## src/rtl/conv_addr_gen_pkg.sv

```systemverilog
// rtl/conv_addr_gen_pkg.sv - shared defaults, FSM encoding and output-size helper
// Purpose: common definitions imported by every conv_addr_gen file.
// Ports:   none (package).
package conv_addr_gen_pkg;

   localparam int DEF_ADDR_W  = 10;
   localparam int DEF_IMG_W   = 16;
   localparam int DEF_IMG_H   = 16;
   localparam int DEF_K       = 4;
   localparam int DEF_NF      = 4;
   localparam int DEF_MAC_LAT = 2;

   // Loop counter width; comfortably wider than any image/filter dimension.
   localparam int CNT_W = 16;

   typedef enum logic [1:0] {
      ST_IDLE  = 2'd0,
      ST_RUN   = 2'd1,
      ST_DRAIN = 2'd2
   } cag_state_t;

   // Number of output positions along one image dimension.
   function automatic int out_dim(input int img, input int k, input logic s2);
      return s2 ? ((img - k) / 2 + 1) : (img - k + 1);
   endfunction

endpackage

```

## src/rtl/conv_addr_gen_if.sv

```systemverilog
// rtl/conv_addr_gen_if.sv - tap read and output write bus of the address generator
// Purpose: bundles the tap read handshake and the output write strobe.
// Ports:   master = generator side (drives addresses, flags, wr_en/wr_addr),
//          slave  = memory/MAC side (drives rd_ready).
interface conv_addr_gen_if #(
   parameter int ADDR_W = 10
);
   logic              rd_valid;
   logic              rd_ready;
   logic [ADDR_W-1:0] img_addr;
   logic [ADDR_W-1:0] flt_addr;
   logic              mac_clr;
   logic              mac_last;
   logic              wr_en;
   logic [ADDR_W-1:0] wr_addr;

   modport master (
      output rd_valid, img_addr, flt_addr, mac_clr, mac_last, wr_en, wr_addr,
      input  rd_ready
   );

   modport slave (
      input  rd_valid, img_addr, flt_addr, mac_clr, mac_last, wr_en, wr_addr,
      output rd_ready
   );
endinterface

```

## src/rtl/conv_wr_delay.sv

```systemverilog
// rtl/conv_wr_delay.sv - MAC_LAT-deep valid+address shift line for output writes
// Purpose: delays each finished-window output address by exactly MAC_LAT cycles.
// Ports:   clk, rst (async active-low), in_valid/in_addr (push side),
//          out_valid/out_addr (emerging write), pending (entries remain after this cycle).
module conv_wr_delay #(
   parameter int ADDR_W  = 10,
   parameter int MAC_LAT = 2
) (
   input  logic              clk,
   input  logic              rst,
   input  logic              in_valid,
   input  logic [ADDR_W-1:0] in_addr,
   output logic              out_valid,
   output logic [ADDR_W-1:0] out_addr,
   output logic              pending
);

   logic [MAC_LAT-1:0] vld;
   logic [ADDR_W-1:0]  addr [MAC_LAT];

   always_ff @(posedge clk or negedge rst) begin
      if (!rst) begin
         vld <= '0;
         for (int k = 0; k < MAC_LAT; k++) addr[k] <= '0;
      end else begin
         vld[0]  <= in_valid;
         // Address is zeroed when empty so wr_addr reads 0 without a write.
         addr[0] <= in_valid ? in_addr : '0;
         for (int k = 1; k < MAC_LAT; k++) begin
            vld[k]  <= vld[k-1];
            addr[k] <= addr[k-1];
         end
      end
   end

   assign out_valid = vld[MAC_LAT-1];
   assign out_addr  = addr[MAC_LAT-1];

   // The last stage is leaving this cycle, so only earlier stages count.
   generate
      if (MAC_LAT > 1) begin : g_pend
         assign pending = |vld[MAC_LAT-2:0];
      end else begin : g_no_pend
         assign pending = 1'b0;
      end
   endgenerate

endmodule

```

## src/rtl/conv_addr_gen.sv

```systemverilog
// rtl/conv_addr_gen.sv - convolution tap/filter/output address generator
// Purpose: walks f/r/c/i/j loops emitting image and filter tap addresses,
//          MAC window flags, and delayed output write addresses.
// Ports:   clk, rst (async active-low), start/stride2/img_base/flt_base/out_base
//          (job request, sampled in IDLE), bus (master: read taps + writes),
//          busy (job in progress), done (one-cycle end-of-job pulse).
module conv_addr_gen
   import conv_addr_gen_pkg::*;
#(
   parameter int ADDR_W  = DEF_ADDR_W,
   parameter int IMG_W   = DEF_IMG_W,
   parameter int IMG_H   = DEF_IMG_H,
   parameter int K       = DEF_K,
   parameter int NF      = DEF_NF,
   parameter int MAC_LAT = DEF_MAC_LAT
) (
   input  logic              clk,
   input  logic              rst,
   input  logic              start,
   input  logic              stride2,
   input  logic [ADDR_W-1:0] img_base,
   input  logic [ADDR_W-1:0] flt_base,
   input  logic [ADDR_W-1:0] out_base,
   conv_addr_gen_if.master   bus,
   output logic              busy,
   output logic              done
);

   cag_state_t        state;
   logic              s2_q;
   logic [CNT_W-1:0]  oh_q, ow_q;
   logic [CNT_W-1:0]  f, r, c, i, j;
   logic [ADDR_W-1:0] img_base_q;
   logic [ADDR_W-1:0] row_org;     // img_base + r*S*IMG_W
   logic [ADDR_W-1:0] win_org;     // row_org + c*S
   logic [ADDR_W-1:0] tap_row;     // win_org + i*IMG_W
   logic [ADDR_W-1:0] img_addr_q;  // tap_row + j
   logic [ADDR_W-1:0] flt_fbase;   // flt_base + f*K*K
   logic [ADDR_W-1:0] flt_addr_q;
   logic [ADDR_W-1:0] out_addr_q;  // output address of the current window
   logic              rd_valid_q, busy_q, done_q;

   logic              accept, j_end, i_end, c_end, r_end, f_end, win_end, final_tap;
   logic [ADDR_W-1:0] nxt_tap, nxt_win, nxt_row;
   logic              wr_en_w, pending;
   logic [ADDR_W-1:0] wr_addr_w;

   assign accept    = rd_valid_q && bus.rd_ready;
   assign j_end     = (j == CNT_W'(K - 1));
   assign i_end     = (i == CNT_W'(K - 1));
   assign c_end     = (c == ow_q - CNT_W'(1));
   assign r_end     = (r == oh_q - CNT_W'(1));
   assign f_end     = (f == CNT_W'(NF - 1));
   assign win_end   = i_end && j_end;
   assign final_tap = win_end && c_end && r_end && f_end;

   assign nxt_tap = tap_row + ADDR_W'(IMG_W);
   assign nxt_win = win_org + (s2_q ? ADDR_W'(2) : ADDR_W'(1));
   assign nxt_row = row_org + (s2_q ? ADDR_W'(2 * IMG_W) : ADDR_W'(IMG_W));

   always_ff @(posedge clk or negedge rst) begin
      if (!rst) begin
         state      <= ST_IDLE;
         s2_q       <= 1'b0;
         oh_q       <= '0;
         ow_q       <= '0;
         f          <= '0;
         r          <= '0;
         c          <= '0;
         i          <= '0;
         j          <= '0;
         img_base_q <= '0;
         row_org    <= '0;
         win_org    <= '0;
         tap_row    <= '0;
         img_addr_q <= '0;
         flt_fbase  <= '0;
         flt_addr_q <= '0;
         out_addr_q <= '0;
         rd_valid_q <= 1'b0;
         busy_q     <= 1'b0;
         done_q     <= 1'b0;
      end else begin
         done_q <= 1'b0;
         case (state)
            ST_IDLE: begin
               if (start) begin
                  state      <= ST_RUN;
                  busy_q     <= 1'b1;
                  rd_valid_q <= 1'b1;
                  s2_q       <= stride2;
                  oh_q       <= CNT_W'(out_dim(IMG_H, K, stride2));
                  ow_q       <= CNT_W'(out_dim(IMG_W, K, stride2));
                  f          <= '0;
                  r          <= '0;
                  c          <= '0;
                  i          <= '0;
                  j          <= '0;
                  img_base_q <= img_base;
                  row_org    <= img_base;
                  win_org    <= img_base;
                  tap_row    <= img_base;
                  img_addr_q <= img_base;
                  flt_fbase  <= flt_base;
                  flt_addr_q <= flt_base;
                  out_addr_q <= out_base;
               end
            end
            ST_RUN: begin
               if (accept) begin
                  if (final_tap) begin
                     state      <= ST_DRAIN;
                     rd_valid_q <= 1'b0;
                     f          <= '0;
                     r          <= '0;
                     c          <= '0;
                     i          <= '0;
                     j          <= '0;
                     img_addr_q <= '0;
                     flt_addr_q <= '0;
                  end else if (!j_end) begin
                     j          <= j + CNT_W'(1);
                     img_addr_q <= img_addr_q + ADDR_W'(1);
                     flt_addr_q <= flt_addr_q + ADDR_W'(1);
                  end else if (!i_end) begin
                     j          <= '0;
                     i          <= i + CNT_W'(1);
                     tap_row    <= nxt_tap;
                     img_addr_q <= nxt_tap;
                     flt_addr_q <= flt_addr_q + ADDR_W'(1);
                  end else begin
                     j          <= '0;
                     i          <= '0;
                     out_addr_q <= out_addr_q + ADDR_W'(1);
                     if (!c_end) begin
                        c          <= c + CNT_W'(1);
                        win_org    <= nxt_win;
                        tap_row    <= nxt_win;
                        img_addr_q <= nxt_win;
                        flt_addr_q <= flt_fbase;
                     end else if (!r_end) begin
                        c          <= '0;
                        r          <= r + CNT_W'(1);
                        row_org    <= nxt_row;
                        win_org    <= nxt_row;
                        tap_row    <= nxt_row;
                        img_addr_q <= nxt_row;
                        flt_addr_q <= flt_fbase;
                     end else begin
                        // Next filter: its taps follow directly after this one's.
                        c          <= '0;
                        r          <= '0;
                        f          <= f + CNT_W'(1);
                        row_org    <= img_base_q;
                        win_org    <= img_base_q;
                        tap_row    <= img_base_q;
                        img_addr_q <= img_base_q;
                        flt_fbase  <= flt_addr_q + ADDR_W'(1);
                        flt_addr_q <= flt_addr_q + ADDR_W'(1);
                     end
                  end
               end
            end
            ST_DRAIN: begin
               // Leave when the only remaining entry (if any) is emerging now,
               // so done lands the cycle after the last wr_en.
               if (!pending) begin
                  state  <= ST_IDLE;
                  busy_q <= 1'b0;
                  done_q <= 1'b1;
               end
            end
            default: state <= ST_IDLE;
         endcase
      end
   end

   conv_wr_delay #(
      .ADDR_W  (ADDR_W),
      .MAC_LAT (MAC_LAT)
   ) u_wr_delay (
      .clk       (clk),
      .rst       (rst),
      .in_valid  (accept && win_end),
      .in_addr   (out_addr_q),
      .out_valid (wr_en_w),
      .out_addr  (wr_addr_w),
      .pending   (pending)
   );

   assign bus.rd_valid = rd_valid_q;
   assign bus.img_addr = img_addr_q;
   assign bus.flt_addr = flt_addr_q;
   assign bus.mac_clr  = rd_valid_q && (i == '0) && (j == '0);
   assign bus.mac_last = rd_valid_q && win_end;
   assign bus.wr_en    = wr_en_w;
   assign bus.wr_addr  = wr_addr_w;
   assign busy         = busy_q;
   assign done         = done_q;

endmodule

```

## src/flat_wrapper.sv

```systemverilog
// flat-port wrapper written by rule: the top's interface ports become plain ports
module conv_addr_gen_flat import conv_addr_gen_pkg::*;
#(
   parameter int ADDR_W  = DEF_ADDR_W,
   parameter int IMG_W   = DEF_IMG_W,
   parameter int IMG_H   = DEF_IMG_H,
   parameter int K       = DEF_K,
   parameter int NF      = DEF_NF,
   parameter int MAC_LAT = DEF_MAC_LAT
)
  (clk, rst, start, stride2, img_base, flt_base, out_base, busy, done, bus_rd_valid, bus_img_addr, bus_flt_addr, bus_mac_clr, bus_mac_last, bus_wr_en, bus_wr_addr, bus_rd_ready);
  conv_addr_gen_if #(.ADDR_W(ADDR_W)) bus_i ();
  input  logic clk;
  input  logic rst;
  input  logic start;
  input  logic stride2;
  input  logic [ADDR_W-1:0] img_base;
  input  logic [ADDR_W-1:0] flt_base;
  input  logic [ADDR_W-1:0] out_base;
  output logic busy;
  output logic done;
  output wire logic [$bits(bus_i.rd_valid)-1:0] bus_rd_valid;
  output wire logic [$bits(bus_i.img_addr)-1:0] bus_img_addr;
  output wire logic [$bits(bus_i.flt_addr)-1:0] bus_flt_addr;
  output wire logic [$bits(bus_i.mac_clr)-1:0] bus_mac_clr;
  output wire logic [$bits(bus_i.mac_last)-1:0] bus_mac_last;
  output wire logic [$bits(bus_i.wr_en)-1:0] bus_wr_en;
  output wire logic [$bits(bus_i.wr_addr)-1:0] bus_wr_addr;
  input wire logic [$bits(bus_i.rd_ready)-1:0] bus_rd_ready;
  assign bus_rd_valid = bus_i.rd_valid;
  assign bus_img_addr = bus_i.img_addr;
  assign bus_flt_addr = bus_i.flt_addr;
  assign bus_mac_clr = bus_i.mac_clr;
  assign bus_mac_last = bus_i.mac_last;
  assign bus_wr_en = bus_i.wr_en;
  assign bus_wr_addr = bus_i.wr_addr;
  assign bus_i.rd_ready = bus_rd_ready;
  conv_addr_gen #(.ADDR_W(ADDR_W), .IMG_W(IMG_W), .IMG_H(IMG_H), .K(K), .NF(NF), .MAC_LAT(MAC_LAT)) u_core (.clk(clk), .rst(rst), .start(start), .stride2(stride2), .img_base(img_base), .flt_base(flt_base), .out_base(out_base), .bus(bus_i), .busy(busy), .done(done));
endmodule
```

## config.mk

```make
export PLATFORM = sky130hd
export DESIGN_NAME = conv_addr_gen_flat
export DESIGN_NICKNAME = d
export VERILOG_FILES = /design/src/rtl/conv_addr_gen_pkg.sv /design/src/rtl/conv_addr_gen_if.sv /design/src/rtl/conv_wr_delay.sv /design/src/rtl/conv_addr_gen.sv /design/src/flat_wrapper.sv
export SDC_FILE = /design/constraint.sdc
export NUM_CORES = 1
export LEC_CHECK = 0
export CORE_MARGIN = 3
export CORE_UTILIZATION = 55
export DETAILED_ROUTE_END_ITERATION = 6
export PLACE_DENSITY = 0.75
export SLEW_MARGIN = 40
export SYNTH_ARGS = -nofsm -noshare
export SYNTH_HDL_FRONTEND = slang
export SYNTH_SLANG_ARGS = --single-unit
```

## constraint.sdc

```tcl
create_clock -name clk -period 5.32 [get_ports clk]
set_input_delay 0.798 -clock clk [delete_from_list [all_inputs] [get_ports clk]]
set_output_delay 0.798 -clock clk [all_outputs]
set_load 0.005 [all_outputs]
```

==> flow_metrics.env, run 1 <==
export IMPL_postRouteAntennaNets=0
export IMPL_synthFlopType="dfrtp_1"
export IMPL_maxCapViolations=0
export IMPL_leakagePower_uw=0.00515
export IMPL_nNetsFinal=1228
export IMPL_p_sw_share_pct=41.7
export IMPL_overflow=0
export IMPL_hold_viol=0
export IMPL_drc=0
export IMPL_wl_um=25800
export IMPL_irDropWorstVdd_v=0.000337
export IMPL_synthesis_area_um2=10500
export IMPL_final_cell_mix="dfrtp_1 (190), nand2_1 (121), nor2_1 (112)"
export IMPL_place_hpwl_um=17800
export IMPL_drive_gt1_share_pct=7.34
export IMPL_num_vias=8796
export IMPL_relSlewSlack_pct=49.2
export IMPL_arrival_ns=4.38
export IMPL_p_total_uw=5930
export IMPL_area_growth_pct=12.9
export IMPL_syn_area_per_cell_um2=9.23
export IMPL_grt_max_degree=123
export IMPL_max_clock_path_buffers=2
export IMPL_powerDensity_nw_per_um2=499
export IMPL_worstHoldPathType="flop to flop"
export IMPL_antenna_found_initial=0
export IMPL_p_int_uw=3450
export IMPL_synth_cell_type_count=74
export IMPL_comb_power_share_pct=41.0
export IMPL_ctsHoldBuffers=0
export IMPL_tns_ns=0
export IMPL_setup_viol=0
export IMPL_cts_resized=0
export IMPL_drtIter0Drc=705
export IMPL_critPathKind="flop to flop"
export IMPL_startpoint="u_core.ow_q[1]$_DFFE_PN0P_"
export IMPL_core_area_um2=18400
export IMPL_hold_start="u_core.u_wr_delay.addr[10]$_DFF_PN0_"
export IMPL_nFillCells=1480
export IMPL_multi_input_comb_area_um2=5370
export IMPL_yosysWarnings=0
export IMPL_syn_num_nets=1195
export IMPL_htreeDepth=4
export IMPL_final_common_cell="dfrtp_1"
export IMPL_fmaxAchievable_mhz=246
export IMPL_required_ns=5.64
export IMPL_clk_pin_slew_ns=0.08
export IMPL_die_h_um=144
export IMPL_final_seq_area_um2=4750
export IMPL_clk_latency_ns=0.43
export IMPL_synth_edf_count=0
export IMPL_outcome="finished clean"
export IMPL_rsz0062_at_grt="false"
export IMPL_async_flop_share_pct=100
export IMPL_dr_pass1_iters=5
export IMPL_fin_skew_ns=0.00810
export IMPL_pwr_share_seq_pct=37.1
export IMPL_end_kind="flop"
export IMPL_worst_slew_pin_slew_ns=0.761
export IMPL_fin_crit_sh_pct=76.4
export IMPL_drv_slew=0
export IMPL_fin_crit_ns=4.06
export IMPL_grt_pass1_vias=8282
export IMPL_vias_per_cell=6.22
export IMPL_io_buffers=70
export IMPL_gp_congestion=0.854
export IMPL_worst_setup_path_start_kind="flop"
export IMPL_synth_seq_area_share_pct=45.2
export IMPL_cts_root_buf="clkbuf_16"
export IMPL_power_share_clock_pct=21.9
export IMPL_synth_ff_latch_count=190
export IMPL_synthCells=1139
export IMPL_die_area_um2=20800
export IMPL_numCtsBuffers=17
export IMPL_cts_setup_buffers=0
export IMPL_num_rows=49
export IMPL_cts_tree="done"
export IMPL_clock_sinks=190
export IMPL_grt_first_pass_wirelength_um=42300
export IMPL_wl_per_cell_um=18.3
export IMPL_groute_usage_overall_pct=25.5
export IMPL_ios=71
export IMPL_start_util_pct=57.2
export IMPL_switchingPower_uw=2470
export IMPL_r2r_start="u_core.ow_q[1]$_DFFE_PN0P_"
export IMPL_antenna_cells=0
export IMPL_die_x_um=144
export IMPL_path_max_fanout=22
==> worst max-delay path, stage by stage (launching register included) <==
cell       delay (ns)
dfrtp_1          0.47
inv_1            0.17
ha_1             0.23
ha_1             0.25
a21boi_0         0.41
mux2i_1          0.43
o2111ai_4        0.38
o21ai_1          0.36
and2_1           0.18
buf_4            0.25
nand3_2          0.35
o41ai_1          0.46
==> layer usage <==
metal	up-vias	GRT usage [%]	share of wire, %
li1	4180	-	-
met1	4284	37.5	46
met2	312	39.6	46
met3	20	5.19	7.1
met4	0	5.45	0.97
met5	-	0	0
==> kinds of logic after synthesis <==
kind of cell	after synthesis	synth area share (%)
mux	24	2.33
buf+inv	84	3.99
fa+ha+maj	21	2.64
flops	190	45.2
xor+xnor	68	5.66
compound gates	306	19.0
simple gates	446	21.2
==> synth_stat cells, drive strengths merged (8+ instances only) <==
master | count | area share [%]
nand2 | 122 | 4.4
clkbuf | 35 | 1.2
nor4 | 13 | 1.2
o22ai | 13 | 0.77
xor2 | 37 | 3.1
o221ai | 8 | 0.67
a21oi | 69 | 3.3
nand4 | 31 | 1.8
nor2 | 113 | 4.0
o21ai | 109 | 5.4
a31oi | 14 | 0.83
nor3 | 16 | 0.86
nand2b | 12 | 0.71
buf | 34 | 2.2
dfrtp | 190 | 45
ha | 19 | 2.3
o31ai | 23 | 2.0
and3 | 28 | 1.7
inv | 15 | 0.54
nand3 | 53 | 2.6
and4 | 10 | 0.83
xnor2 | 31 | 2.6
a22o | 9 | 0.75
and2 | 25 | 1.5
a211oi | 8 | 0.62
mux2i | 20 | 1.9
==> state kept, by name, indices dropped and copies added (netlist names), 16 cells and up <==
register  flops
u_core.i     16
u_core.j     16
u_core.r     16
u_core.c     16
u_core.f     16
==> per-stage QoR <==
stage | setup slack (ns) | std cells | area, um^2 | util (%) | hold slack, ns
finish | 1.26 | 1414 | 11900 | 64.6 | 0.350
global route | 0.973 | 1414 | 11900 | 64.6 | 0.358
CTS | 1.30 | 1414 | 11900 | 64.6 | 0.351
detailed placement | 1.33 | 1382 | 11300 | 61.3 | 0.336
global placement | 1.32 | 1381 | 11300 | 61.2 | 0.332
floorplan | 2.17 | 1139 | 10500 | - | 0.331
==> cell type report <==
cell class                 count  area share [%]
clock buffer                  17            3.58
clock inverter                15            1.44
inverter                      15           0.474
multi-input combinational    865            45.2
sequential                   190            40.0
tap                          229            2.41
timing repair buffer          83            6.85
==> power groups by stage <==
stage	registers, uW	logic [uW]	clock network [uW]
2_1_floorplan	2120	1690	0
3_3_place_gp	2200	2340	0
3_5_place_dp	2210	2390	0
4_1_cts	2190	2420	1320
5_1_grt	2250	2720	1370
6_report	2200	2430	1300
==> final timing paths <==
kind | end | slack [ns] | cells after the start
min | u_core.u_wr_delay.out_addr[0]$_DFF_PN0_ | 0.35 | 0
min reg2reg | u_core.u_wr_delay.out_addr[0]$_DFF_PN0_ | 0.35 | 0
max | u_core.f[5]$_DFFE_PN0P_ | 1.26 | 11
min in group asynchronous | u_core.c[12]$_DFFE_PN0P_ | 0.36 | 1
max reg2reg | u_core.f[5]$_DFFE_PN0P_ | 1.26 | 11
max in group asynchronous | u_core.win_org[4]$_DFFE_PN0P_ | 4.02 | 2
(Power assumes the default switching activity.)
==> run 2, diff against run 1 <==
- clock period: 5.32 -> 4.2 ns (I/O delays scaled with it)
==> flow_metrics.env, run 2 (synthesis results as in run 1) <==
export IMPL_cp_cell_sequence="inv_1 > ha_1 > ha_1 > or4_1 > a211oi_2 > o2111ai_2 > buf_4 > nand2_2 > nand3_2 > o21ai_0 > o31ai_2"
export IMPL_pwr_share_seq_pct=37.2
export IMPL_r2r_setup_slack_ns=0.35
export IMPL_place_hpwl_um=18100
export IMPL_required_ns=4.51
export IMPL_final_common_cell="dfrtp_1"
export IMPL_drive_gt1_share_pct=7.56
export IMPL_comb_power_share_pct=41.6
export IMPL_worstHoldPathType="primary input to asynchronous set/reset pin"
export IMPL_tns_ns=0
export IMPL_worst_slew_pin_slew_ns=0.811
export IMPL_post_place_ws_ns=0.378
export IMPL_cts_root_buf="clkbuf_16"
export IMPL_vias_per_cell=6.15
export IMPL_power_share_clock_pct=21.2
export IMPL_max_clock_path_buffers=2
export IMPL_num_rows=49
export IMPL_grt_first_pass_wirelength_um=43300
export IMPL_rr_endpoint="u_core.f[15]$_DFFE_PN0P_"
export IMPL_rsz0062_at_grt="false"
export IMPL_clk_pin_slew_ns=0.07
export IMPL_wl_met2_um=11800
export IMPL_setup_viol=0
export IMPL_powerDensity_nw_per_um2=630
export IMPL_cts_tree="done"
export IMPL_die_area_um2=20800
export IMPL_cts_setup_buffers=0
export IMPL_dp_cells=1387
export IMPL_gp_congestion=0.898
export IMPL_antenna_cells=0
export IMPL_top_layer_used="met4"
export IMPL_groute_usage_overall_pct=26.0
export IMPL_nNetsFinal=1233
export IMPL_area_growth_pct=13.2
export IMPL_worst_setup_path_start_kind="flop"
export IMPL_start_util_pct=57.2
export IMPL_drv_slew=0
export IMPL_fin_crit_ns=3.85
export IMPL_wl_um=26100
export IMPL_irDropWorstVdd_v=0.000362
export IMPL_setup_slack_ns=0.353
export IMPL_antenna_found_initial=0
export IMPL_worst_path_largest_cell_delay_ns=0.55
export IMPL_critPathMostFrequentCell="ha_1"
export IMPL_critPathKind="flop to flop"
export IMPL_numCtsBuffers=17
export IMPL_switchingPower_uw=3110
export IMPL_fin_crit_sh_pct=91.6
export IMPL_fin_skew_ns=0.0112
export IMPL_die_h_um=144
export IMPL_overflow=0
export IMPL_relSlewSlack_pct=45.5
export IMPL_die_x_um=144
export IMPL_ctsHoldBuffers=0
export IMPL_io_buffers=70
export IMPL_grt_max_degree=119
export IMPL_wl_met1_um=12200
export IMPL_p_int_uw=4400
export IMPL_clk_latency_ns=0.44
export IMPL_end_kind="flop"
export IMPL_drtIter0Drc=731
export IMPL_fmaxAchievable_mhz=260
export IMPL_nFillCells=1518
export IMPL_core_area_um2=18400
export IMPL_hold_viol=0
export IMPL_layout_cells_non_filler=1419
export IMPL_clock_sinks=190
export IMPL_leakagePower_uw=0.00516
export IMPL_postRouteAntennaNets=0
export IMPL_htreeDepth=4
export IMPL_ios=71
export IMPL_outcome="finished clean"
export IMPL_path_max_fanout=19
export IMPL_crit_slowest_cell="or4_1"
export IMPL_num_vias=8727
export IMPL_r2r_start="u_core.ow_q[1]$_DFFE_PN0P_"
export IMPL_routed_wl_met3_um=1620
export IMPL_dr_pass1_iters=6
export IMPL_wl_per_cell_um=18.4
export IMPL_drc=0
export IMPL_p_sw_share_pct=41.4
export IMPL_grt_pass1_vias=8360
export IMPL_final_cell_mix="dfrtp_1 (190), nand2_1 (121), nor2_1 (112)"
export IMPL_rr_worst_depth=11
export IMPL_maxCapViolations=0
export IMPL_arrival_ns=4.16
export IMPL_cts_resized=0
==> run 2: power groups by stage <==
stage	sequential [uW]	clock, uW	combinational [uW]
floorplan	2680	0	2140
CTS	2780	1630	3090
detailed placement	2800	0	3070
finish	2790	1590	3120
global placement	2790	0	2990
global route	2860	1690	3480
==> run 2: worst max-delay path by stage <==
stage | start | to | slack, ns | depth (start not counted)
floorplan | u_core.ow_q[1]$_DFFE_PN0P_ | u_core.f[3]$_DFFE_PN0P_ | 1.05 | 11
global placement | u_core.ow_q[1]$_DFFE_PN0P_ | u_core.f[15]$_DFFE_PN0P_ | 0.51 | 11
detailed placement | u_core.ow_q[1]$_DFFE_PN0P_ | u_core.f[5]$_DFFE_PN0P_ | 0.38 | 10
CTS | u_core.ow_q[1]$_DFFE_PN0P_ | u_core.f[5]$_DFFE_PN0P_ | 0.37 | 10
global route | u_core.ow_q[1]$_DFFE_PN0P_ | u_core.f[5]$_DFFE_PN0P_ | 0.06 | 10
finish | u_core.ow_q[1]$_DFFE_PN0P_ | u_core.f[15]$_DFFE_PN0P_ | 0.35 | 11
==> run 2: area by class of cell <==
cell class | instances | area [um^2] | area share (%)
Clock buffer | 20 | 447 | 3.75
Clock inverter | 12 | 130 | 1.09
Inverter | 15 | 56.3 | 0.473
Multi-Input combinational cell | 865 | 5370 | 45.1
Sequential cell | 190 | 4750 | 39.9
Tap cell | 229 | 287 | 2.41
Timing Repair Buffer | 88 | 863 | 7.25
==> run 2: per-layer routing <==
metal | track usage [%] | vias to the layer above
li1 | - | 4182
met1 | 38.5 | 4219
met2 | 40.0 | 292
met3 | 4.79 | 34
met4 | 6.33 | 0
met5 | 0 | -
==> run 2: critical path, delay by kind of cell, from the launching register on <==
kind	cells	cell delay (ns)
AO/OA/AOI/OAI	4	1.03
adder cells (fa/ha/maj)	2	0.48
buffers and inverters	2	0.46
flip-flops	1	0.47
AND/OR/NAND/NOR	3	1.28
==> run 2: per-stage QoR <==
stage          util [%]  total power [uW]  hold slack [ns]  area [um^2]
3_5_place_dp       61.6              5870            0.335        11300
4_1_cts            64.7              7500            0.206        11900
6_report           64.7              7500            0.170        11900
2_1_floorplan         -              4830            0.331        10500
5_1_grt            64.7              8040            0.192        11900
3_3_place_gp       61.5              5770            0.332        11300
==> run 3, diff against run 2 <==
- SYNTH_HIERARCHICAL: unset -> 1
==> flow_metrics.env, run 3 <==
export IMPL_fin_skew_ns=0.0116
export IMPL_drtIter0Drc=797
export IMPL_async_flop_share_pct=100
export IMPL_synthesis_area_um2=10400
export IMPL_area_growth_pct=14.9
export IMPL_place_hpwl_um=18400
export IMPL_synthFlopType="dfrtp_1"
export IMPL_grt_pass1_vias=8649
export IMPL_grt_max_degree=93
export IMPL_cts_tree="done"
export IMPL_start_util_pct=57.1
export IMPL_overflow=0
export IMPL_synth_top_area_share_pct=45.6
export IMPL_ios=71
export IMPL_crit_end="u_core/flt_fbase[0]$_DFFE_PN0P_"
export IMPL_dp_cells=1414
export IMPL_layout_cells_non_filler=1446
export IMPL_wl_per_cell_um=18.5
export IMPL_startpoint="u_core/ow_q[2]$_DFFE_PN0P_"
export IMPL_r2r_start="u_core/ow_q[2]$_DFFE_PN0P_"
export IMPL_core_area_um2=18300
export IMPL_ctsHoldBuffers=0
export IMPL_setup_slack_ns=0.255
export IMPL_synth_seq_area_share_pct=45.6
export IMPL_tns_ns=0
export IMPL_setup_viol=0
export IMPL_dr_pass1_iters=5
export IMPL_num_vias=9087
export IMPL_outcome="finished clean"
export IMPL_cts_root_buf="clkbuf_16"
export IMPL_synth_edf_count=0
export IMPL_fmaxAchievable_mhz=254
export IMPL_worst_setup_path_start_kind="flop"
export IMPL_post_dp_cell_area_um2=11400
export IMPL_fin_crit_sh_pct=93.9
export IMPL_grt_first_pass_wirelength_um=44200
export IMPL_yosysWarnings=6
export IMPL_drv_slew=0
export IMPL_synth_ff_latch_count=190
export IMPL_synthCells=1153
export IMPL_antenna_cells=0
export IMPL_syn_num_nets=1209
export IMPL_synthMostInstantiatedCell="dfrtp_1"
export IMPL_antenna_found_initial=0
export IMPL_die_area_um2=20600
export IMPL_synth_commonest_cells="dfrtp_1 (190), nand2_1 (164), o21ai_0 (105)"
export IMPL_cts_setup_buffers=0
export IMPL_required_ns=4.57
export IMPL_rr_worst_depth=10
export IMPL_synth_cell_type_count=70
export IMPL_worstHoldPathType="primary input to asynchronous set/reset pin"
export IMPL_clk_latency_ns=0.44
export IMPL_gp_congestion=0.911
export IMPL_postRouteAntennaNets=0
export IMPL_leakagePower_uw=0.00513
export IMPL_num_rows=49
export IMPL_fin_crit_ns=3.94
export IMPL_drive_gt1_share_pct=7.40
export IMPL_wl_um=26700
export IMPL_max_clock_path_buffers=2
export IMPL_hold_viol=0
export IMPL_clock_sinks=190
export IMPL_synthTopCellsByArea="dfrtp_1 (46%), nand2_1 (5.9%), o21ai_0 (5.0%)"
export IMPL_die_x_um=144
export IMPL_fin_util_pct=65.6
export IMPL_r2r_setup_slack_ns=0.26
export IMPL_vias_per_cell=6.28
export IMPL_path_max_fanout=47
export IMPL_htreeDepth=4
export IMPL_synth_top_area_cell="dfrtp_1"
export IMPL_rsz0062_at_grt="false"
export IMPL_relSlewSlack_pct=48.9
export IMPL_critPathKind="flop to flop"
export IMPL_rr_endpoint="u_core/flt_fbase[0]$_DFFE_PN0P_"
export IMPL_irDropWorstVdd_v=0.000387
export IMPL_clk_pin_slew_ns=0.08
export IMPL_end_kind="flop"
export IMPL_numCtsBuffers=17
export IMPL_nNetsFinal=1260
export IMPL_drc=0
export IMPL_maxCapViolations=0
export IMPL_io_buffers=70
export IMPL_post_place_ws_ns=0.324
export IMPL_powerDensity_nw_per_um2=539
export IMPL_syn_area_per_cell_um2=9.04
export IMPL_arrival_ns=4.32
export IMPL_fin_area_um2=12000
export IMPL_cts_resized=0
export IMPL_final_common_cell="dfrtp_1"
export IMPL_groute_usage_overall_pct=26.8
export IMPL_final_cell_mix="dfrtp_1 (190), nand2_1 (164), o21ai_0 (105)"
export IMPL_die_h_um=144
export IMPL_worst_slew_pin_slew_ns=0.767
run 3: changes by cell type after synthesis, moves of 8 or more:
cell	change
nand2_1	+43
a21oi_1	-31
nor2_1	-18
nor3_1	+17
o21ai_0	+15
a22o_1	+12
o31ai_1	+11
and2_1	-9
o21ai_1	-9
nand3_1	+8
nor4_1	+8
run 3: worst min-delay path by stage:
stage                                         start                                 endpoint  slack (ns)  depth (start not counted)
2_1_floorplan                                   rst       u_core/bus.flt_addr[0]$_DFFE_PN0P_        0.33                          0
3_3_place_gp   u_core/u_wr_delay/addr[19]$_DFF_PN0_  u_core/u_wr_delay/out_addr[9]$_DFF_PN0_        0.33                          0
3_5_place_dp   u_core/u_wr_delay/addr[17]$_DFF_PN0_  u_core/u_wr_delay/out_addr[7]$_DFF_PN0_        0.33                          0
4_1_cts                                         rst                  u_core/r[6]$_DFFE_PN0P_        0.29                          1
5_1_grt                                         rst                  u_core/f[9]$_DFFE_PN0P_        0.32                          1
6_report                                        rst                  u_core/f[9]$_DFFE_PN0P_        0.26                          1
run 3: critical path, cell delays in order, from the launching register on:
cell and delay, ns:
dfrtp_1 0.45, inv_1 0.13, ha_1 0.21, ha_1 0.24, a21boi_0 0.46, mux2i_1 0.43, o2111ai_4 0.25, or4_4 0.61
o31a_4 0.59, o21ai_2 0.28, a22o_1 0.22
run 3: per-layer routing:
metal	global-route usage [%]	vias to the layer above	part of all wire, %
met1	39.2	4440	45
li1	-	4267	-
met5	0	-	0
met4	8.42	0	2.0
met2	41.5	333	47
met3	3.96	47	6.1
run 3: stage by stage:
step | hold slack, ns | power, uW
floorplan | 0.331 | 4000
global placement | 0.333 | 4700
detailed placement | 0.335 | 4760
CTS | 0.285 | 6450
global route | 0.315 | 6880
finish | 0.264 | 6460
run 3: logic make-up (layout without fill, tap and decap cells):
logic type / after synthesis / in the layout / share of synthesized area, %
compound gates: 288 / 288 / 18.2
xor+xnor: 72 / 72 / 6.05
fa+ha+maj: 21 / 21 / 2.66
buf+inv: 83 / 147 / 3.50
flops: 190 / 190 / 45.6
mux: 19 / 19 / 1.88
simple gates: 480 / 480 / 22.1
run 3: power by group:
| part | leakage (uW) | internal, uW | switching, uW |
|---|---|---|---|
| Clock | 0.000302 | 864 | 807 |
| Combinational | 0.00236 | 954 | 1100 |
| Sequential | 0.00247 | 2250 | 489 |
| Total | 0.00513 | 4060 | 2400 |
run 3: cell type report:
class	count	area, um^2
inverters	20	75.1
multi-input cells	880	5350
clock inverters	15	190
fillers	1469	6290
clock buffers	17	425
flip-flops and latches	190	4750
repair buffers	95	905
well taps	229	287
